File: src/rtl/uart_cmd_pkg.sv
// Shared definitions for the UART command controller: widths, frame header
// bytes, FSM state encoding and a small state classification helper.
// Optional feature macro used by the design: UART_CMD_TIMEOUT_EN.
package uart_cmd_pkg;

  localparam int ADDR_W   = 16;
  localparam int DATA_W   = 8;
  localparam int TO_CNT_W = 20;

  localparam logic [DATA_W-1:0] HDR_WR = 8'h55;
  localparam logic [DATA_W-1:0] HDR_RD = 8'hAA;

  // FSM state enumeration, kept as plain constants so the encoding is fixed
  // and visible on the debug port.
  typedef logic [3:0] state_t;
  localparam state_t ST_IDLE    = 4'd0;
  localparam state_t ST_ADDR_H  = 4'd1;
  localparam state_t ST_ADDR_L  = 4'd2;
  localparam state_t ST_DATA    = 4'd3;
  localparam state_t ST_WR_REQ  = 4'd4;
  localparam state_t ST_RD_REQ  = 4'd5;
  localparam state_t ST_RD_WAIT = 4'd6;
  localparam state_t ST_TX_WAIT = 4'd7;
  localparam state_t ST_TX      = 4'd8;

  // True while a frame is being collected byte by byte.
  function automatic logic in_frame(input state_t st);
    return (st == ST_ADDR_H) || (st == ST_ADDR_L) || (st == ST_DATA);
  endfunction

endpackage

File: src/rtl/uart_cmd_timeout.sv
// Inter-byte timeout counter. Counts cycles while enabled and not cleared;
// raises expired for one cycle on the TIMEOUT_CYC-th quiet cycle and restarts.
// Only instantiated when UART_CMD_TIMEOUT_EN is defined.
module uart_cmd_timeout
  import uart_cmd_pkg::*;
#(
  parameter int unsigned TIMEOUT_CYC = 500000
) (
  input  logic clk,
  input  logic rst,
  input  logic clr,
  input  logic en,
  output logic expired
);

  localparam logic [TO_CNT_W-1:0] LAST = TO_CNT_W'(TIMEOUT_CYC - 1);

  logic [TO_CNT_W-1:0] cnt_q;
  logic [TO_CNT_W-1:0] cnt_d;

  // Next count and expiry flag; a clear or leaving the frame states resets it.
  always_comb begin
    cnt_d   = cnt_q;
    expired = 1'b0;
    if (clr || !en) begin
      cnt_d = '0;
    end else if (cnt_q == LAST) begin
      expired = 1'b1;
      cnt_d   = '0;
    end else begin
      cnt_d = cnt_q + 1'b1;
    end
  end

  // Counter register.
  always_ff @(posedge clk) begin
    if (rst) begin
      cnt_q <= '0;
    end else begin
      cnt_q <= cnt_d;
    end
  end

endmodule

File: src/rtl/uart_cmd_ctrl.sv
// UART command controller: parses write (55 AH AL D) and read (AA AH AL)
// frames from a byte stream, issues level-held memory requests and returns
// read data through the UART transmitter. Invalid or dropped bytes are
// counted in a saturating error counter.
// Optional inter-byte timeout: define UART_CMD_TIMEOUT_EN.
//
// Handshakes: po_flag/rx_data is a one-cycle strobe with no backpressure.
// mem_wr_req/mem_rd_req rise one cycle after entering the request state and
// stay high (with stable mem_addr/mem_wdata) up to and including the cycle
// mem_ack is seen; mem_ack is only honoured while the request is high.
// tx_trig is a one-cycle strobe issued only after tx_busy was seen low;
// tx_data stays stable until the next read completes.
module uart_cmd_ctrl
  import uart_cmd_pkg::*;
#(
  parameter int unsigned TIMEOUT_CYC = 500000
) (
  input  logic              clk,
  input  logic              rst,
  input  logic [DATA_W-1:0] rx_data,
  input  logic              po_flag,
  output logic              tx_trig,
  output logic [DATA_W-1:0] tx_data,
  input  logic              tx_busy,
  output logic              mem_wr_req,
  output logic              mem_rd_req,
  output logic [ADDR_W-1:0] mem_addr,
  output logic [DATA_W-1:0] mem_wdata,
  input  logic              mem_ack,
  input  logic              mem_rvalid,
  input  logic [DATA_W-1:0] mem_rdata,
  output logic [7:0]        err_cnt,
  output logic [3:0]        dbg_state
);

  if (TIMEOUT_CYC < 2 || TIMEOUT_CYC > 1048575) begin : g_bad_timeout
    $error("uart_cmd_ctrl: TIMEOUT_CYC out of range 2..2^20-1");
  end

  state_t            state_q,   state_d;
  logic              is_rd_q,   is_rd_d;
  logic [ADDR_W-1:0] addr_q,    addr_d;
  logic [DATA_W-1:0] wdata_q,   wdata_d;
  logic [DATA_W-1:0] rdata_q,   rdata_d;
  logic [DATA_W-1:0] tx_data_q, tx_data_d;
  logic              tx_trig_q, tx_trig_d;
  logic              wr_req_q,  wr_req_d;
  logic              rd_req_q,  rd_req_d;
  logic [7:0]        err_q,     err_d;
  logic              err_inc;
  logic              frame_active;
  logic              timeout_hit;

  assign frame_active = in_frame(state_q);

`ifdef UART_CMD_TIMEOUT_EN
  uart_cmd_timeout #(
    .TIMEOUT_CYC (TIMEOUT_CYC)
  ) u_timeout (
    .clk     (clk),
    .rst     (rst),
    .clr     (po_flag),
    .en      (frame_active),
    .expired (timeout_hit)
  );
`else
  // Without the timeout a partial frame waits for its next byte forever.
  assign timeout_hit = 1'b0;
`endif

  // Frame parsing, request sequencing and error accounting.
  always_comb begin
    state_d   = state_q;
    is_rd_d   = is_rd_q;
    addr_d    = addr_q;
    wdata_d   = wdata_q;
    rdata_d   = rdata_q;
    tx_data_d = tx_data_q;
    tx_trig_d = 1'b0;
    wr_req_d  = 1'b0;
    rd_req_d  = 1'b0;
    err_inc   = 1'b0;

    // Bytes arriving while a transaction is in flight are dropped.
    if (po_flag && state_q != ST_IDLE && !frame_active) begin
      err_inc = 1'b1;
    end

    case (state_q)
      ST_IDLE: begin
        if (po_flag) begin
          if (rx_data == HDR_WR) begin
            is_rd_d = 1'b0;
            state_d = ST_ADDR_H;
          end else if (rx_data == HDR_RD) begin
            is_rd_d = 1'b1;
            state_d = ST_ADDR_H;
          end else begin
            err_inc = 1'b1;
          end
        end
      end
      ST_ADDR_H: begin
        if (po_flag) begin
          addr_d[ADDR_W-1:8] = rx_data;
          state_d            = ST_ADDR_L;
        end else if (timeout_hit) begin
          err_inc = 1'b1;
          state_d = ST_IDLE;
        end
      end
      ST_ADDR_L: begin
        if (po_flag) begin
          addr_d[7:0] = rx_data;
          state_d     = is_rd_q ? ST_RD_REQ : ST_DATA;
        end else if (timeout_hit) begin
          err_inc = 1'b1;
          state_d = ST_IDLE;
        end
      end
      ST_DATA: begin
        if (po_flag) begin
          wdata_d = rx_data;
          state_d = ST_WR_REQ;
        end else if (timeout_hit) begin
          err_inc = 1'b1;
          state_d = ST_IDLE;
        end
      end
      ST_WR_REQ: begin
        if (wr_req_q && mem_ack) begin
          state_d = ST_IDLE;
        end else begin
          wr_req_d = 1'b1;
        end
      end
      ST_RD_REQ: begin
        if (rd_req_q && mem_ack) begin
          state_d = ST_RD_WAIT;
        end else begin
          rd_req_d = 1'b1;
        end
      end
      ST_RD_WAIT: begin
        if (mem_rvalid) begin
          rdata_d = mem_rdata;
          state_d = ST_TX_WAIT;
        end
      end
      ST_TX_WAIT: begin
        if (!tx_busy) begin
          tx_trig_d = 1'b1;
          tx_data_d = rdata_q;
          state_d   = ST_TX;
        end
      end
      ST_TX: begin
        // The pulse cycle itself is skipped so the transmitter gets a
        // chance to raise busy before we look at it.
        if (!tx_trig_q && !tx_busy) begin
          state_d = ST_IDLE;
        end
      end
      default: begin
        state_d = ST_IDLE;
      end
    endcase

    err_d = err_q;
    if (err_inc && err_q != 8'hFF) begin
      err_d = err_q + 8'd1;
    end
  end

  // State and output registers; reset abandons any transaction at once.
  always_ff @(posedge clk) begin
    if (rst) begin
      state_q   <= ST_IDLE;
      is_rd_q   <= 1'b0;
      addr_q    <= '0;
      wdata_q   <= '0;
      rdata_q   <= '0;
      tx_data_q <= '0;
      tx_trig_q <= 1'b0;
      wr_req_q  <= 1'b0;
      rd_req_q  <= 1'b0;
      err_q     <= '0;
    end else begin
      state_q   <= state_d;
      is_rd_q   <= is_rd_d;
      addr_q    <= addr_d;
      wdata_q   <= wdata_d;
      rdata_q   <= rdata_d;
      tx_data_q <= tx_data_d;
      tx_trig_q <= tx_trig_d;
      wr_req_q  <= wr_req_d;
      rd_req_q  <= rd_req_d;
      err_q     <= err_d;
    end
  end

  assign tx_trig    = tx_trig_q;
  assign tx_data    = tx_data_q;
  assign mem_wr_req = wr_req_q;
  assign mem_rd_req = rd_req_q;
  assign mem_addr   = addr_q;
  assign mem_wdata  = wdata_q;
  assign err_cnt    = err_q;
  assign dbg_state  = state_q;

endmodule

File: config.mk
export PLATFORM = sky130hd
export DESIGN_NAME = uart_cmd_ctrl
export DESIGN_NICKNAME = d
export VERILOG_FILES = /design/src/rtl/uart_cmd_pkg.sv /design/src/rtl/uart_cmd_timeout.sv /design/src/rtl/uart_cmd_ctrl.sv
export SDC_FILE = /design/constraint.sdc
export NUM_CORES = 1
export LEC_CHECK = 0
export CAP_MARGIN = 40
export CORE_MARGIN = 2
export CORE_UTILIZATION = 32
export DETAILED_ROUTE_END_ITERATION = 10
export DONT_BUFFER_PORTS = 1
export HOLD_SLACK_MARGIN = 0.1
export SLEW_MARGIN = 20
export SYNTH_ARGS = -nofsm -noshare
export SYNTH_HDL_FRONTEND = slang
export SYNTH_SLANG_ARGS = --single-unit
export TNS_END_PERCENT = 20
File: constraint.sdc
create_clock -name clk -period 2.15 [get_ports clk]
set_input_delay 0.215 -clock clk [delete_from_list [all_inputs] [get_ports clk]]
set_output_delay 0.215 -clock clk [all_outputs]
set_load 0.01 [all_outputs]
# == Word level (Yosys, flattened, before mapping) ==
# Cells that the tools add are included.
# Widths: inputs -> output; s select.
# totals
reg_bits,56
input_bits,22
wordCells,84
# classes
n_addsub,1
n_eq_ne,21
mux,23
n_bitwise,4
n_reduce_logical,24
# ops
operator,count
$mux 4,11
$pmux 4 s9,1
$ne 2x2->1 const B,9
$eq 4x3->1 const B,4
$mux 1,10
$reduce_and 10->1,1
$reduce_and 2->1,5
$add 8x1->8 const B,1
$eq 4x2->1 const B,2
$eq 8x7->1 const B,1
$eq 8x8->1 const B,1
$ne 8x8->1 const B,1
$logic_and 1x1->1,6
$reduce_or 2->1,3
$eq 4x1->1 const B,1
$eq 4x4->1 const B,1
$logic_not 4->1,1
$not 1->1,4
$reduce_bool 4->1,1
$logic_not 1->1,3
$mux 3,1
$ne 3x3->1 const B,1
$reduce_and 3->1,1
$logic_or 1x1->1,2
$reduce_bool 2->1,1

# == Logic depth before layout (Yosys ltp) ==
# Gate-level depths: netlist of the first run.
# depth
ltp_word,11
ltp_mapped,6
depth_no_buf,5

# == Worst setup path before layout of the first run ==
# Ideal clock, no wire load.
# synth_timing
kind,register to register
start,reg err_q[0] (netlist: err_cnt[0])
end,reg err_q[5] (netlist: err_cnt[5])
arrival_time_ns,1.722
required_time_ns,2.029
slack_ns,0.307
path_stages_with_launch,7
n_path_buf,1
cell_sequence,dfxtp_1 > ha_1 > and3_1 > a31o_1 > buf_6 > nor4_2 > mux2_4
# synth_between
elab_chain_len,2
# synth_lines
element,line_no,text
start: declaration,uart_cmd_ctrl.sv:49,"logic [7:0] err_q, err_d;"
start signal: assignment,uart_cmd_ctrl.sv:198,err_q <= err_d;
"parallel branches: the longest is 2 deep, another holds $add 8x1->8",--,
# Parallel ways; which one is timed is not known.
# A chain may end at the register's enable or synchronous reset.

# == Worst setup path in the final report of the first run ==
# layout_timing
start,reg state_q[1] (netlist: dbg_state[1])
end,reg err_q[5] (netlist: err_cnt[5])
# layout_between
elab_chain_len,11
# layout_lines
element,line_no,text
start: declaration,uart_cmd_ctrl.sv:40,"state_t state_q, state_d;"
start signal: assignment,uart_cmd_ctrl.sv:189,state_q <= state_d;
$eq 4x1->1 or $eq 4x2->1 (tied branches),"uart_cmd_pkg.sv:28, uart_cmd_ctrl.sv:89",
$logic_or 1x1->1 (2 in series),uart_cmd_pkg.sv:28,return (st == ST_ADDR_H) || (st == ST_ADDR_L) || (st == ST_DATA);
$logic_not 1->1,uart_cmd_ctrl.sv:85,if (po_flag && state_q != ST_IDLE && !frame_active) begin
$logic_and 1x1->1,uart_cmd_ctrl.sv:85,
$mux 1,uart_cmd_ctrl.sv:85,
$mux 1,uart_cmd_ctrl.sv:95,end else if (rx_data == HDR_RD) begin
$mux 1,uart_cmd_ctrl.sv:92,if (rx_data == HDR_WR) begin
$mux 1,uart_cmd_ctrl.sv:91,if (po_flag) begin
$mux 1 (*),--,
$logic_and 1x1->1 (*),uart_cmd_ctrl.sv:170,if (err_inc && err_q != 8'hFF) begin
# Every way passes the cells marked *; elsewhere a longest branch is shown, timed or not.

==> metrics.yaml, run 1 <==
status: "complete, no violations"
start_util_pct: 32.9
tns_ns: 0
end_kind: "flip-flop"
finish.utilization_pct: 38.2
synth_edf_count: 0
yosysUniqueCellTypes: 44
antenna_found_initial: 0
htreeDepth: 2
grt_usage_pct: 14.6
ant_nets: 0
route.met2.wl_um: 2600
crit_family: "compound AO/OA/AOI/OAI gates"
p_leak_uw: 0.00111
hp-class: "in2reg"
port_buffers: 0
via_count: 1869
synth_cells: 253
drc: 0
top_layer_used: "met4"
power.switching_uw: 414
area_growth_pct: 15.9
r2r-start: "dbg_state[1]"
crit_required_ns: 2.36
crit_type: "reg2reg"
clkPwrFrac_pct: 35.0
die_area_um2: 8180
rsz0062_at_grt: "no"
dr_wl_met3_um: 481
critPathBufInv: 0
cts_tree: "done"
gp_congestion: 0.764
r2r_cells: 5
root_buffer: "clkbuf_8"
grt-ovfl-total: 0
ys_seq_elements: 56
die_width_um: 90.4
cp_cell_sequence: "nor2_1, o31ai_1, a31o_1, nor4_2, mux2_4"
crit_slowest_cell: "dfxtp_1"
worstHoldStart: "mem_ack"
cts_buffers: 5
r2r_end: "err_cnt[5]"
syn-num-nets: 276
maxCapViolCount: 0
peakVddDrop_v: 0.000292
setup_viol: 0
pwr-share-comb_pct: 4.6
synth_warnings: 0
finClkSkew_ns: 0.00615
wl_met1_um: 2720
die_h_um: 90.4
fin_crit_sh_pct: 91.7
cts_sinks: 56
p_int_uw: 1320
cts_resized: 0
num_rows: 31
crit_fanout: 12
grt_pass1_wl_um: 9560
power_uw: 1730
insertion_delay_ns: 0.31
wl_um: 5850
hold_slack_ns: 0.136
layout_commonest_cell: "dfxtp_1"
final_cell_mix: "dfxtp_1, nor2_1, mux2i_1"
path_clk_slew_ns: 0.10
drive_gt1_share_pct: 10.4
grt_pass1_vias: 1818
syn-cell-area_um2: 2390
ys.flop_type: "dfxtp_1"
seq_power_share_pct: 60.4
max_freq_mhz: 507
synth-async-reset-ratio_pct: 0
syn_area_per_cell_um2: 9.45
holdPathEnd: "mem_rd_req"
place_hpwl_um: 3960
postCtsHoldBufs: 18
antennaDiodeCount: 0
r2r_setup_slack_ns: 0.18
worstPathArrival_ns: 2.18
slew_headroom_pct: 62.3
tightest_slew_ns: 0.561
switching_share_pct: 23.9
drtIter0Drc: 82
io_pins: 69
wl_per_cell_um: 15.9
report.final.slew_viol_count: 0
cts_setup_buffers: 0
hold_viol: 0
critPathMaxStageDelay_ns: 0.60
dr.pass1.iters: 4
clock_path_buffers: 2
yosysSeqAreaShare_pct: 46.9
finalCriticalPeriod_ns: 1.97
core_um2: 7250
grt_max_degree: 55
fin_nets: 292
holdPathStages: 3
vias_per_cell: 5.07
startpoint_type: "flip-flop"
power.density_nw_per_um2: 625
## area by class of cell
| cell class | count | area (um2) |
|---|---|---|
| fillers | 781 | 4480 |
| multi-input cells | 178 | 1180 |
| flip-flops and latches | 56 | 1120 |
| repair buffers | 24 | 235 |
| well taps | 99 | 124 |
| clock buffers | 5 | 68.8 |
| clock inverters | 3 | 26.3 |
| inverters | 4 | 15.0 |
## metrics by stage
step	area [um2]	setup WS, ns	instances
global route	2770	0.0426	369
detailed placement	2480	0.187	343
global placement	2480	0.246	343
floorplan	2390	0.307	253
finish	2770	0.179	369
CTS	2770	0.171	369
## synth_stat cells, drive strengths merged (2+ instances only)
master | number | area (um2)
buf | 9 | 57.6
inv | 4 | 15.0
clkbuf | 6 | 22.5
mux2i | 32 | 320
nand2b | 3 | 18.8
nor4 | 4 | 31.3
nor4bb | 2 | 26.3
nand3 | 7 | 35.0
nand4 | 2 | 12.5
a31o | 2 | 26.3
nor2 | 43 | 161
a21oi | 18 | 90.1
mux2 | 3 | 41.3
and3 | 2 | 12.5
or4 | 4 | 30.0
o21ai | 13 | 65.1
nand4b | 2 | 17.5
nand2 | 12 | 45.0
o2111ai | 2 | 23.8
dfxtp | 56 | 1120
nor3 | 3 | 15.0
o31ai | 6 | 50.1
nor2b | 4 | 25.0
nand3b | 3 | 22.5
a211oi | 2 | 15.0
## power groups by stage
| stage | clock network [uW] | registers, uW | logic, uW |
|---|---|---|---|
| 2_1_floorplan | 0 | 1070 | 39.9 |
| 3_3_place_gp | 0 | 1070 | 28.0 |
| 3_5_place_dp | 0 | 1070 | 28.5 |
| 4_1_cts | 635 | 1050 | 80.3 |
| 5_1_grt | 681 | 1050 | 87.4 |
| 6_report | 605 | 1050 | 79.3 |
## per-layer routing
metal / track usage [%] / vias to the layer above
met2: 22.8 / 51
met3: 6.18 / 5
met5: 0 / -
met1: 18.6 / 880
met4: 3.59 / 0
li1: - / 933
## cells by family (layout without fill, tap and decap cells)
group | Yosys count | after routing | synth area share [%]
AND/OR/NAND/NOR | 95 | 95 | 20.2
adder cells (fa/ha/maj) | 1 | 1 | 0.523
buffers and inverters | 19 | 36 | 3.98
multiplexers | 35 | 35 | 15.1
AO/OA/AOI/OAI | 47 | 47 | 13.2
flip-flops | 56 | 56 | 46.9
## registers in the layout, indices dropped and copies added, names as in the netlist
register and cells:
mem_wr_req 1, mem_addr 16, tx_trig 1, err_cnt 8, mem_wdata 8, dbg_state 4, rdata_q 8, is_rd_q 1
tx_data 8, mem_rd_req 1
## worst min-delay path, stage by stage
cell and delay [ns]:
nand2_1 0.03, nand3_1 0.11, nor2_1 0.05
## worst max path at each step
stage	from	to	slack, ns	cells past startpoint
after floorplan	err_cnt[0]	err_cnt[5]	0.31	6
after global placement	err_cnt[0]	err_cnt[5]	0.25	5
after detailed placement	err_cnt[0]	err_cnt[5]	0.19	5
after CTS	err_cnt[0]	err_cnt[5]	0.17	5
after global routing	dbg_state[1]	err_cnt[5]	0.04	5
final	dbg_state[1]	err_cnt[5]	0.18	5
Note: power is estimated with default switching activity, not from simulation.
==> run 2: changes to the inputs <==
- ABC_AREA: default -> 1
==> run 2 against run 1 <==
- sequential share of layout area fell by 0.47 points
- register-to-register slack improved by 0.31 ns
- non-clock buffer count fell by 6
- critical path type unchanged
- clock power fell by 0.7%
==> metrics.yaml, run 2 <==
yosysUniqueCellTypes: 28  # -36%
port_buffers: 0  # unchanged
synth_edf_count: 0  # unchanged
path_clk_slew_ns: 0.11  # about the same
via_count: 2150  # +15%
end_kind: "flip-flop"
ys.flop_type: "dfxtp_1"
critPathMaxStageDelay_ns: 0.59  # about the same
crit_fanout: 10  # -2
layout_commonest_cell: "nand2_1"
max_freq_mhz: 600  # +18%
ys_seq_elements: 56  # unchanged
critPathBufInv: 0  # unchanged
dr.pass1.iters: 4  # unchanged
synth_cells: 340  # +34%
crit_required_ns: 2.36  # about the same
peakVddDrop_v: 0.000577  # +97%
cts_tree: "done"
cts_resized: 0  # unchanged
r2r-start: "dbg_state[1]"
largest_reg_flops: 16  # unchanged
grt-ovfl-total: 0  # unchanged
ant_nets: 0  # unchanged
placed_cell_area_um2: 2520  # +1.6%
syn-num-nets: 363  # +32%
grt_max_degree: 31  # -44%
drive_gt1_share_pct: 7.91  # -2.5 points
synth-async-reset-ratio_pct: 0  # unchanged
root_buffer: "clkbuf_8"
area_growth_pct: 14.3
tightest_slew_ns: 0.746  # +0.185 ns
hp-class: "in2reg"
startpoint_type: "flip-flop"
insertion_delay_ns: 0.31  # about the same
worstHoldStart: "mem_rdata[5]"
crit_top_cell: "nand2_1"
die_area_um2: 8380  # +2.4%
yosysSeqAreaShare_pct: 45.7  # -1.2 points
hold_viol: 0  # unchanged
core_um2: 7330  # +1.1%
antenna_found_initial: 0  # unchanged
fin_nets: 376  # +29%
vias_per_cell: 4.75  # -6.3%
synth_warnings: 0  # unchanged
place_hpwl_um: 4180  # +5.5%
synth_commonest_cells: "nand2_1, dfxtp_1, a21oi_1, inv_1, nand3_1"
setup_viol: 0  # unchanged
final_cell_mix: "nand2_1, dfxtp_1, a21oi_1"
final_cell_area_um2: 2800  # +1.2%
crit_family: "simple AND/OR/NAND/NOR gates"
fin_crit_sh_pct: 77.5  # -14 points
syn-cell-area_um2: 2450  # +2.6%
htreeDepth: 2  # unchanged
cp_cell_sequence: "nand2_1, nor2_2, nand2_1, nand2_1, a21oi_1"
clock_path_buffers: 2  # unchanged
die_h_um: 91.5  # +1.2%
syn_area_per_cell_um2: 7.21  # -24%
wl_um: 6180  # +5.7%
num_rows: 31  # unchanged
gp_congestion: 0.794  # +3.9%
synth.area.top_cells: "dfxtp_1, a21oi_1, nand2_1"
report.final.slew_viol_count: 0  # unchanged
crit_slowest_cell: "dfxtp_1"
status: "complete, no violations"
pre_cts_slack_ns: 0.501  # +0.314 ns
worstPathArrival_ns: 1.87  # -0.31 ns
p_leak_uw: 0.00105  # -4.7%
die_width_um: 91.5  # +1.2%
finClkSkew_ns: 0.0113  # +0.00515 ns
cts_buffers: 5  # unchanged
tns_ns: 0  # unchanged
synth.top_cell.area_share_pct: 45.7  # -1.2 points
maxCapViolCount: 0  # unchanged
hold_slack_ns: 0.107  # -0.0292 ns
power.density_nw_per_um2: 970  # +55%
start_util_pct: 33.4  # +0.49 points
antennaDiodeCount: 0  # unchanged
slew_headroom_pct: 50.2  # -12 points
finish.utilization_pct: 38.2  # +0.040 points
cts_sinks: 56  # unchanged
crit_path_start: "dbg_state[1]"
grt_usage_pct: 15.3  # +0.72 points
yosys.area.top_type: "dfxtp_1"
wl_per_cell_um: 13.7  # -14%
drtIter0Drc: 67  # -18%
crit_type: "reg2reg"
timing.final.ws_setup_ns: 0.484  # +0.305 ns
finalCriticalPeriod_ns: 1.67  # -0.305 ns
grt_pass1_wl_um: 10400  # +8.6%
grt_pass1_vias: 2143  # +18%
drc: 0  # unchanged
io_pins: 69  # unchanged
yosysMostFrequentCell: "nand2_1"
rsz0062_at_grt: "no"
## run 2: logic make-up (layout without fill, tap and decap cells)
logic type               Yosys count  in the layout  synth area share [%]
XOR/XNOR                           5              5                  1.79
buffers and inverters             61             75                  9.65
flip-flops                        56             56                  45.7
adder cells (fa/ha/maj)            1              1                 0.510
AND/OR/NAND/NOR                  138            138                  25.9
AO/OA/AOI/OAI                     79             79                  16.4
## run 2: power breakdown
| group | internal (uW) | switching, uW | leakage [uW] |
|---|---|---|---|
| registers | 1140 | 165 | 0.000453 |
| clock network | 238 | 363 | 0.0000452 |
| logic | 270 | 537 | 0.000554 |
## run 2: timing repair
item                                    4_1_cts  5_1_grt
hold buffers                                 17        0
endpoints found under the setup margin        0        0
setup buffers                                 0        0
hold endpoints to repair                     36        0
## run 2: per-stage QoR
| stage | total power [uW] | instances |
|---|---|---|
| after detailed placement | 2100 | 427 |
| final | 2720 | 453 |
| after global routing | 2930 | 453 |
| after global placement | 2090 | 427 |
| after floorplan | 1950 | 340 |
| after CTS | 2750 | 452 |
## run 2: layer usage
metal  share of wire (%)  routed length (um)  vias up  GRT usage (%)
li1                    -                   -     1120              -
met1                  47                2910      967           19.1
met2                  45                2780       55           24.9
met3                 6.4                 394        8           4.81
met4                 1.7                 103        0           4.92
met5                   0                   0        -              0
## run 2: layout make-up
cell class	instances	area, um2
fillers	755	4530
flip-flops and latches	56	1120
multi-input cells	223	1090
repair buffers	18	185
inverters	49	184
well taps	99	124
clock buffers	5	68.8
clock inverters	3	25.0
## run 2: worst paths after layout
check	slack, ns	to	cells after the start
max	0.48	mem_wdata[5]	5
max reg2reg	0.48	mem_wdata[5]	5
min reg2reg	0.45	rdata_q[6]	2
min	0.11	rdata_q[5]	2
## run 2: worst reg2reg max path: stages, from the launching register on
cell and delay, ns:
dfxtp_1 0.59, nand2_1 0.15, nor2_2 0.36, nand2_1 0.28, nand2_1 0.12, a21oi_1 0.07
